[src/rtl/conv3x3_pkg.sv]
// Shared widths and FSM encoding for the 3x3 convolution frame sequencer.
package conv3x3_pkg;
    localparam int PIX_W  = 8;
    localparam int WIN_W  = 72;
    localparam int PSUM_W = 16;

    typedef enum logic [1:0] {
        ST_IDLE  = 2'd0,
        ST_RUN   = 2'd1,
        ST_DRAIN = 2'd2
    } state_t;
endpackage

[src/rtl/conv3x3_linebuf.sv]
// Byte delay line: o_data is the byte written DEPTH enabled shifts earlier.
module conv3x3_linebuf
    import conv3x3_pkg::*;
#(
    parameter int DEPTH = 8
) (
    input  logic             i_clk,
    input  logic             i_rst,
    input  logic             i_en,
    input  logic [PIX_W-1:0] i_data,
    output logic [PIX_W-1:0] o_data
);
    logic [PIX_W-1:0] r_mem [DEPTH];

    always_ff @(posedge i_clk) begin
        if (i_rst) begin
            for (int k = 0; k < DEPTH; k++) r_mem[k] <= '0;
        end else if (i_en) begin
            r_mem[0] <= i_data;
            for (int k = 1; k < DEPTH; k++) r_mem[k] <= r_mem[k-1];
        end
    end

    assign o_data = r_mem[DEPTH-1];
endmodule

[src/rtl/conv3x3_ctrl.sv]
// Frame sequencer: raster pixels -> 3x3 windows for the conv core, core psums -> output stream.
module conv3x3_ctrl
    import conv3x3_pkg::*;
#(
    parameter int IMG_W    = 8,
    parameter int IMG_H    = 8,
    parameter int CORE_LAT = 1
) (
    input  logic              i_clk,
    input  logic              i_rst,
    input  logic              i_start,
    input  logic [WIN_W-1:0]  i_filter,
    input  logic              i_pix_valid,
    output logic              o_pix_ready,
    input  logic [PIX_W-1:0]  i_pix_data,
    output logic              o_core_state,
    output logic [WIN_W-1:0]  o_core_ifmap,
    output logic [WIN_W-1:0]  o_core_filter,
    input  logic [PSUM_W-1:0] i_core_psum,
    output logic              o_out_valid,
    input  logic              i_out_ready,
    output logic [PSUM_W-1:0] o_out_data,
    output logic              o_busy,
    output logic              o_done,
    output state_t            o_dbg_state
);
    localparam int CW    = $clog2(IMG_W);
    localparam int RW    = $clog2(IMG_H);
    localparam int DEPTH = CORE_LAT + 2;
    localparam int PW    = $clog2(DEPTH);
    localparam int CNTW  = $clog2(DEPTH + 1);
    localparam int FLW   = $clog2(2 * CORE_LAT + 4);
    localparam int NWIN  = (IMG_H - 2) * (IMG_W - 2);
    localparam int OW    = $clog2(NWIN + 1);
    localparam logic [CW-1:0] COL_LAST = CW'(IMG_W - 1);
    localparam logic [RW-1:0] ROW_LAST = RW'(IMG_H - 1);
    localparam logic [PW-1:0] PTR_LAST = PW'(DEPTH - 1);
    localparam logic [OW-1:0] OUT_LAST = OW'(NWIN - 1);

    state_t              r_state, w_next_state;
    logic [CW-1:0]       r_col;
    logic [RW-1:0]       r_row;
    logic                r_first, r_core_state, r_done;
    logic [WIN_W-1:0]    r_filter, r_ifmap, w_window;
    logic [PIX_W-1:0]    r_c0 [3];
    logic [PIX_W-1:0]    r_c1 [3];
    logic [PIX_W-1:0]    w_col [3];
    logic [PIX_W-1:0]    w_lb1, w_lb2;
    logic [CORE_LAT:0]   r_vld_sr;
    logic [PSUM_W-1:0]   r_fifo [DEPTH];
    logic [PW-1:0]       r_wr_ptr, r_rd_ptr;
    logic [CNTW-1:0]     r_count;
    logic [OW-1:0]       r_out_cnt;
    logic [FLW-1:0]      w_inflight, w_fill;
    logic                w_pix_ready, w_pix_fire, w_out_fire, w_last_pix, w_last_out;
    logic                w_win_fire, w_fifo_wr, w_start_ok;

    assign w_pix_fire = i_pix_valid && w_pix_ready;
    assign w_out_fire = o_out_valid && i_out_ready;
    assign w_last_pix = (r_col == COL_LAST) && (r_row == ROW_LAST);
    assign w_last_out = w_out_fire && (r_out_cnt == OUT_LAST);
    assign w_win_fire = w_pix_fire && (r_row >= RW'(2)) && (r_col >= CW'(2));
    assign w_fifo_wr  = r_vld_sr[CORE_LAT];
    assign w_start_ok = (r_state == ST_IDLE) && i_start;

    conv3x3_linebuf #(.DEPTH(IMG_W)) u_lb1 (
        .i_clk(i_clk), .i_rst(i_rst), .i_en(w_pix_fire), .i_data(i_pix_data), .o_data(w_lb1)
    );
    conv3x3_linebuf #(.DEPTH(IMG_W)) u_lb2 (
        .i_clk(i_clk), .i_rst(i_rst), .i_en(w_pix_fire), .i_data(w_lb1), .o_data(w_lb2)
    );

    // Incoming column, oldest row first; with the two held columns it forms the window.
    always_comb begin
        w_col[0] = w_lb2;
        w_col[1] = w_lb1;
        w_col[2] = i_pix_data;
        w_window = '0;
        for (int i = 0; i < 3; i++) begin
            w_window[8*(3*i+0) +: 8] = r_c0[i];
            w_window[8*(3*i+1) +: 8] = r_c1[i];
            w_window[8*(3*i+2) +: 8] = w_col[i];
        end
    end

    // Windows already launched but not yet in the FIFO still claim a slot.
    always_comb begin
        w_inflight = '0;
        for (int k = 0; k <= CORE_LAT; k++) w_inflight = w_inflight + FLW'(r_vld_sr[k]);
        w_fill = FLW'(r_count) + w_inflight;
    end

    always_ff @(posedge i_clk) begin
        if (i_rst) r_state <= ST_IDLE;
        else       r_state <= w_next_state;
    end

    always_comb begin
        w_next_state = r_state;
        case (r_state)
            ST_IDLE:  if (i_start) w_next_state = ST_RUN;
            ST_RUN:   if (w_pix_fire && w_last_pix) w_next_state = ST_DRAIN;
            ST_DRAIN: if (w_last_out) w_next_state = ST_IDLE;
            default:  w_next_state = ST_IDLE;
        endcase
    end

    always_comb begin
        w_pix_ready = (r_state == ST_RUN) && (w_fill <= FLW'(CORE_LAT));
        o_busy      = (r_state != ST_IDLE);
    end

    always_ff @(posedge i_clk) begin
        if (i_rst) begin
            r_col        <= '0;
            r_row        <= '0;
            r_first      <= 1'b0;
            r_filter     <= '0;
            r_ifmap      <= '0;
            r_core_state <= 1'b0;
            r_vld_sr     <= '0;
            r_out_cnt    <= '0;
            r_done       <= 1'b0;
            for (int i = 0; i < 3; i++) begin
                r_c0[i] <= '0;
                r_c1[i] <= '0;
            end
        end else begin
            if (w_start_ok) begin
                r_filter  <= i_filter;
                r_col     <= '0;
                r_row     <= '0;
                r_out_cnt <= '0;
                r_first   <= 1'b1;
            end
            if (w_pix_fire) begin
                for (int i = 0; i < 3; i++) begin
                    r_c0[i] <= r_c1[i];
                    r_c1[i] <= w_col[i];
                end
                if (r_col == COL_LAST) begin
                    r_col <= '0;
                    r_row <= (r_row == ROW_LAST) ? '0 : r_row + RW'(1);
                end else begin
                    r_col <= r_col + CW'(1);
                end
            end
            if (w_win_fire) begin
                r_ifmap <= w_window;
                r_first <= 1'b0;
            end
            r_core_state <= w_win_fire && r_first;
            r_vld_sr     <= {r_vld_sr[CORE_LAT-1:0], w_win_fire};
            if (w_out_fire) r_out_cnt <= w_last_out ? '0 : r_out_cnt + OW'(1);
            r_done <= (r_state == ST_DRAIN) && w_last_out;
        end
    end

    always_ff @(posedge i_clk) begin
        if (i_rst) begin
            r_wr_ptr <= '0;
            r_rd_ptr <= '0;
            r_count  <= '0;
            for (int k = 0; k < DEPTH; k++) r_fifo[k] <= '0;
        end else begin
            if (w_fifo_wr) begin
                r_fifo[r_wr_ptr] <= i_core_psum;
                r_wr_ptr         <= (r_wr_ptr == PTR_LAST) ? '0 : r_wr_ptr + PW'(1);
            end
            if (w_out_fire) r_rd_ptr <= (r_rd_ptr == PTR_LAST) ? '0 : r_rd_ptr + PW'(1);
            case ({w_fifo_wr, w_out_fire})
                2'b10:   r_count <= r_count + CNTW'(1);
                2'b01:   r_count <= r_count - CNTW'(1);
                default: r_count <= r_count;
            endcase
        end
    end

    assign o_pix_ready   = w_pix_ready;
    assign o_core_state  = r_core_state;
    assign o_core_ifmap  = r_ifmap;
    assign o_core_filter = r_filter;
    assign o_out_valid   = (r_count != '0);
    assign o_out_data    = r_fifo[r_rd_ptr];
    assign o_done        = r_done;
    assign o_dbg_state   = r_state;
endmodule

[config.mk]
export PLATFORM = sky130hd
export DESIGN_NAME = conv3x3_ctrl
export DESIGN_NICKNAME = d
export VERILOG_FILES = /design/src/rtl/conv3x3_pkg.sv /design/src/rtl/conv3x3_linebuf.sv /design/src/rtl/conv3x3_ctrl.sv
export SDC_FILE = /design/constraint.sdc
export NUM_CORES = 1
export LEC_CHECK = 0
export ABC_AREA = 1
export CORE_UTILIZATION = 55
export DETAILED_ROUTE_END_ITERATION = 16
export PLACE_DENSITY = 0.84
export SLEW_MARGIN = 20
export SYNTH_ARGS = -nofsm -noshare
export SYNTH_HDL_FRONTEND = slang
export SYNTH_SLANG_ARGS = --single-unit
[constraint.sdc]
create_clock -name i_clk -period 9.3 [get_ports i_clk]
set_input_delay 1.395 -clock i_clk [delete_from_list [all_inputs] [get_ports i_clk]]
set_output_delay 1.395 -clock i_clk [all_outputs]
set_load 0.01 [all_outputs]
; After elaboration in Yosys (flattened, before gate mapping)
; Memory sizes are Yosys's and may differ from the RTL's. A register that Yosys moved wholly into a read port is not among the register bits.
; Cells that the tools add are included.
; Widths: inputs -> output; s select.
[word_totals]
mem_count = 5
input_bits = 101
wordCells = 136
output_inout_bits = 167
ff_bits = 169
ramBits = 224
[mem_list]
columns = name, depth, word_bits, read_ports, rd_clocked_by_memory_dff, wr, line_no
row1 = u_lb1.r_mem, 8, 8, 8, 0, 8, conv3x3_linebuf.sv:13  ; logic [PIX_W-1:0] r_mem [DEPTH];
row2 = u_lb2.r_mem, 8, 8, 8, 0, 8, conv3x3_linebuf.sv:13
row3 = r_fifo, 3, 16, 1, 1, 3, conv3x3_ctrl.sv:50  ; logic [PSUM_W-1:0] r_fifo [DEPTH];
row4 = r_c0, 3, 8, 3, 3, 3, conv3x3_ctrl.sv:45  ; logic [PIX_W-1:0] r_c0 [3];
row5 = r_c1, 3, 8, 3, 0, 3, conv3x3_ctrl.sv:46  ; logic [PIX_W-1:0] r_c1 [3];
[op_classes]
eq_ne = 12
reduce_logical = 20
n_bitwise = 22
addsub = 9
order_cmp = 3
muxes = 52
[op_table]
columns = cell, count
row1 = $mux 8, 22
row2 = $or 1x1->1, 22
row3 = $mux 3, 7
row4 = $mux 6, 3
row5 = $mux 16, 1
row6 = $mux 2, 8
row7 = $reduce_or 16->1, 1
row8 = $logic_and 1x1->1, 11
row9 = $reduce_bool 2->1, 5
row10 = $mux 1, 9
row11 = $eq 2x2->1 const B, 4
row12 = $add 2x1->2 const B, 3
row13 = $add 3x1->3 const B, 2
row14 = $add 6x1->6 const B, 1
row15 = $eq 3x3->1 const B, 2
row16 = $eq 6x6->1 const B, 1
row17 = $ge 3x2->1 const B, 2
row18 = $ne 2x2->1 const B, 3
row19 = $pmux 2 s3, 1
row20 = $eq 2x1->1 const B, 2
row21 = $pmux 2 s2, 1
row22 = $add 2x2->3, 1
row23 = $le 3x1->1 const B, 1
row24 = $reduce_and 3->1, 1
row25 = other kinds (4), 4

; Logic depth before layout (Yosys ltp)
[logic_depth]
ltp_word = 9
ltp_mapped = 13
mapped_depth_nobuf = 11

; Modules after synthesis
; Synthesis repeated with hierarchy kept, for this count alone.
[unflattened]
hier_cells = 1604
area_unflattened_um2 = 16274.4
[by_module_without_submodules]
columns = mod, seq_area_each_um2, instances, area_each_um2, cells_per_inst
row1 = conv3x3_ctrl, 6786.5, 1, 10861.7, 1184
row2 = conv3x3_linebuf, 1921.8, 2, 2706.3, 210

; Least setup slack after synthesis
; OpenSTA, ideal clock, no wires.
[synth_path]
kind = in2reg
from = in i_rst
to = mem r_c0[0][0] (enable)
t_arrival_ns = 4.455
slack_ns = 3.625
t_required_ns = 8.079
n_path_buf = 3
setup_time_ns = 1.221
cell_stages = 5
path_cell_list = buf_2 inv_2 buf_2 clkbuf_1 nand2_1
[synth_rtl]
columns = element, line_no
row1 = "start, declared", conv3x3_ctrl.sv:10  ; input logic i_rst,
row2 = "end, declared", conv3x3_ctrl.sv:45

==> results_dict.tcl <==
set metrics [dict create \
    antenna_found_initial 0 \
    critPathMaxFanout 33 \
    end_kind "primary output" \
    finalSetupTns_ns 0 \
    clkSinkCount 379 \
    maxSlewHeadroom 0.3754 \
    cts-resized-gates 0 \
    synth_enable_flop_cells 208 \
    syn2layout_area_growth_pct 28.17 \
    die_w_um 165.1 \
    ys_ff_latch 379 \
    synth_top_area_frac 0.4268 \
    port_buffers 267 \
    arrival_ns 2.84 \
    cts_buffer_depth 3 \
    ys_seq_area_frac 0.6608 \
    critPathKind "reg -> out" \
    r2r-end "u_lb1.r_mem[0][62]" \
    finalMaxSlewViolations 0 \
    finalCritPeriodShare 0.4558 \
    io_pins 268 \
    synthCells 1488 \
    synth_flop_cell "edfxtp_1" \
    grt_overflow 0 \
    diodes 0 \
    cts_setup_buffers 0 \
    dpl.hpwl_mm 20.41 \
    final_layout_size_suffix_gt1_frac 0.05762 \
    utilization 0.7197 \
    clk_pin_slew_ns 0.06 \
    final_cells 2088 \
    place_ws_ns 4.701 \
    outcome "finished, final reports clean" \
    leakage_nw 7.723 \
    root_buffer "clkbuf_16" \
    floorplan.initialDensity 0.5615 \
    r2r_cells 11 \
    synth_cell_type_count 32 \
    avgSynthCellArea_um2 9.834 \
    dp_cells 2014 \
    power.total_mw 3.767 \
    drt-total-wl_mm 33.90 \
    min_from "o_core_ifmap[7]" \
    clkLatencyLatePin_ns 0.54 \
    wire_per_inst_um 16.24 \
    yosysWarnings 0 \
    min_period_ns 4.239 \
    place.gp.congestion 0.8113 \
    worst_slack_ns 5.061 \
    p_per_area_nw_per_um2 200.9 \
    cts_tree "done" \
    dr.pass1.iters 6 \
    ant_nets 0 \
    num_vias 10930 \
    setup_violations 0 \
    nets 1833 \
    h-tree-depth 2 \
    r2r_start "r_vld_sr[1]" \
    irDropWorstVdd_mv 0.1647 \
    synth_most_common_cell "nor2_1" \
    min_to "o_core_ifmap[7]" \
    hp-class "reg -> reg" \
    synthTopCellsByCount "374 x nor2_1, 208 x edfxtp_1, 186 x inv_1, 171 x dfxtp_1, 157 x nand3_1" \
    grt_pass1_vias 10190 \
    track_usage 0.2436 \
    ctsHoldBuffers 0 \
    synth_area_leader_cell "edfxtp_1" \
    r2r_slack_ns 5.87 \
    cts_buffers 39 \
    grt_pass1_wl_mm 51.68 \
    cp_data_required_time_ns 7.91 \
    syn_nets 1599 \
    drv_cap 0 \
    die_area_um2 27260 \
    skew_ns 0.03497 \
    rows 59 \
    postSynth.asyncResetShare 0 \
    grt_max_degree 145 \
    core_um2 26060 \
    min_path_cells 2 \
    fmax_mhz 235.9 \
    synth_area_um2 14630 \
    routed_via_density 5.232 \
    die_y_um 165.1 \
    yosys-top-cells-area "edfxtp_1 43%, dfxtp_1 23%, nor2_1 9.6%" \
    start_kind "flop" \
    rsz0062_at_grt "false" \
    hold_viol_final 0 \
    drcViolationCount 0 \
    worst_slew_pin_slew_ns 0.9369 \
    drt_iter0_drc 1081 \
]
sequential cells by signal (all words and copies together), names as in the netlist, 3 cells and up, named ones only:
| register | flops |
|---|---|
| u_lb1.r_mem | 50 |
| r_row | 3 |
| o_core_filter | 72 |
| r_out_cnt | 6 |
| r_c0 | 23 |
| r_c1 | 23 |
| u_lb2.r_mem | 48 |
| r_fifo | 64 |
| o_core_ifmap | 72 |
| r_col | 3 |
worst max-delay path, stage by stage (launching register included):
cell and delay [ns]:
dfxtp_1 0.30, buf_4 0.23, inv_1 0.71, o21ai_0 0.24
o22ai_1 0.25, clkdlybuf4s50_1 0.59
final cells by class:
class                      count  area, um^2
clock buffer                  50        1089
clock inverter                22       252.7
fill                        1729        7305
inverter                     191       721.9
multi-input combinational    833        3820
sequential                   379        9669
tap                          335       419.2
timing repair buffer         278        2783
placed cells by master, fill, tap and decap left out, types with 2 or more instances in the layout:
cell type,n
a21oi_1,16
buf_4,9
bufinv_16,5
clkbuf_1,5
clkbuf_16,40
clkbuf_8,5
clkdlybuf4s50_1,266
clkinv_1,4
clkinv_2,10
dfxtp_1,171
edfxtp_1,208
ha_1,9
inv_1,185
inv_2,4
inv_6,3
nand2_1,115
nand2_4,2
nand3_1,157
nand4_1,3
nor2_1,374
nor2_4,13
o21ai_0,114
o22ai_1,16
o31ai_1,2
how the worst max path moves through the flow:
| stage | endpoint | cells after the start | slack, ns |
|---|---|---|---|
| 2_1_floorplan | r_c0[0][0] | 5 | 3.62 |
| 3_3_place_gp | u_lb1.r_mem[0][63] | 5 | 4.75 |
| 3_5_place_dp | u_lb2.r_mem[0][50] | 5 | 4.70 |
| 4_1_cts | o_out_data[0] | 5 | 5.03 |
| 5_1_grt | o_out_data[0] | 5 | 4.88 |
| 6_report | o_out_data[0] | 5 | 5.06 |
where the power goes:
part,switching (mW),leakage [nW],internal [mW]
registers,0.0358,3.54,1.85
logic,0.146,3.51,0.119
clock network,0.648,0.665,0.972
total,0.829,7.72,2.94
stage by stage:
step                      hold WS, ns  area [um^2]
after floorplan                0.4184        14630
after global placement         0.4556        17370
after detailed placement       0.4567        17370
after CTS                      0.4675        18710
after global routing           0.4904        18750
final                          0.4677        18750
cell families (layout without fill, tap and decap cells):
group / Yosys count / count (layout) / synth area share
simple gates: 672 / 672 / 0.1956
fa+ha+maj: 10 / 10 / 0.009064
xor+xnor: 1 / 1 / 0.0005987
flops: 379 / 379 / 0.6608
compound gates: 150 / 150 / 0.05353
buf+inv: 276 / 541 / 0.08038
layer usage:
metal  vias up  track usage  share of wire  routed length [um]
met1      5163       0.3031           0.39               13350
met5         -            0              0                   0
li1       5269            -              -                   -
met4         0      0.07798          0.027                 902
met3        74      0.04346          0.069                2340
met2       419       0.4287           0.51               17310
Power figures use the tool's default switching activity.
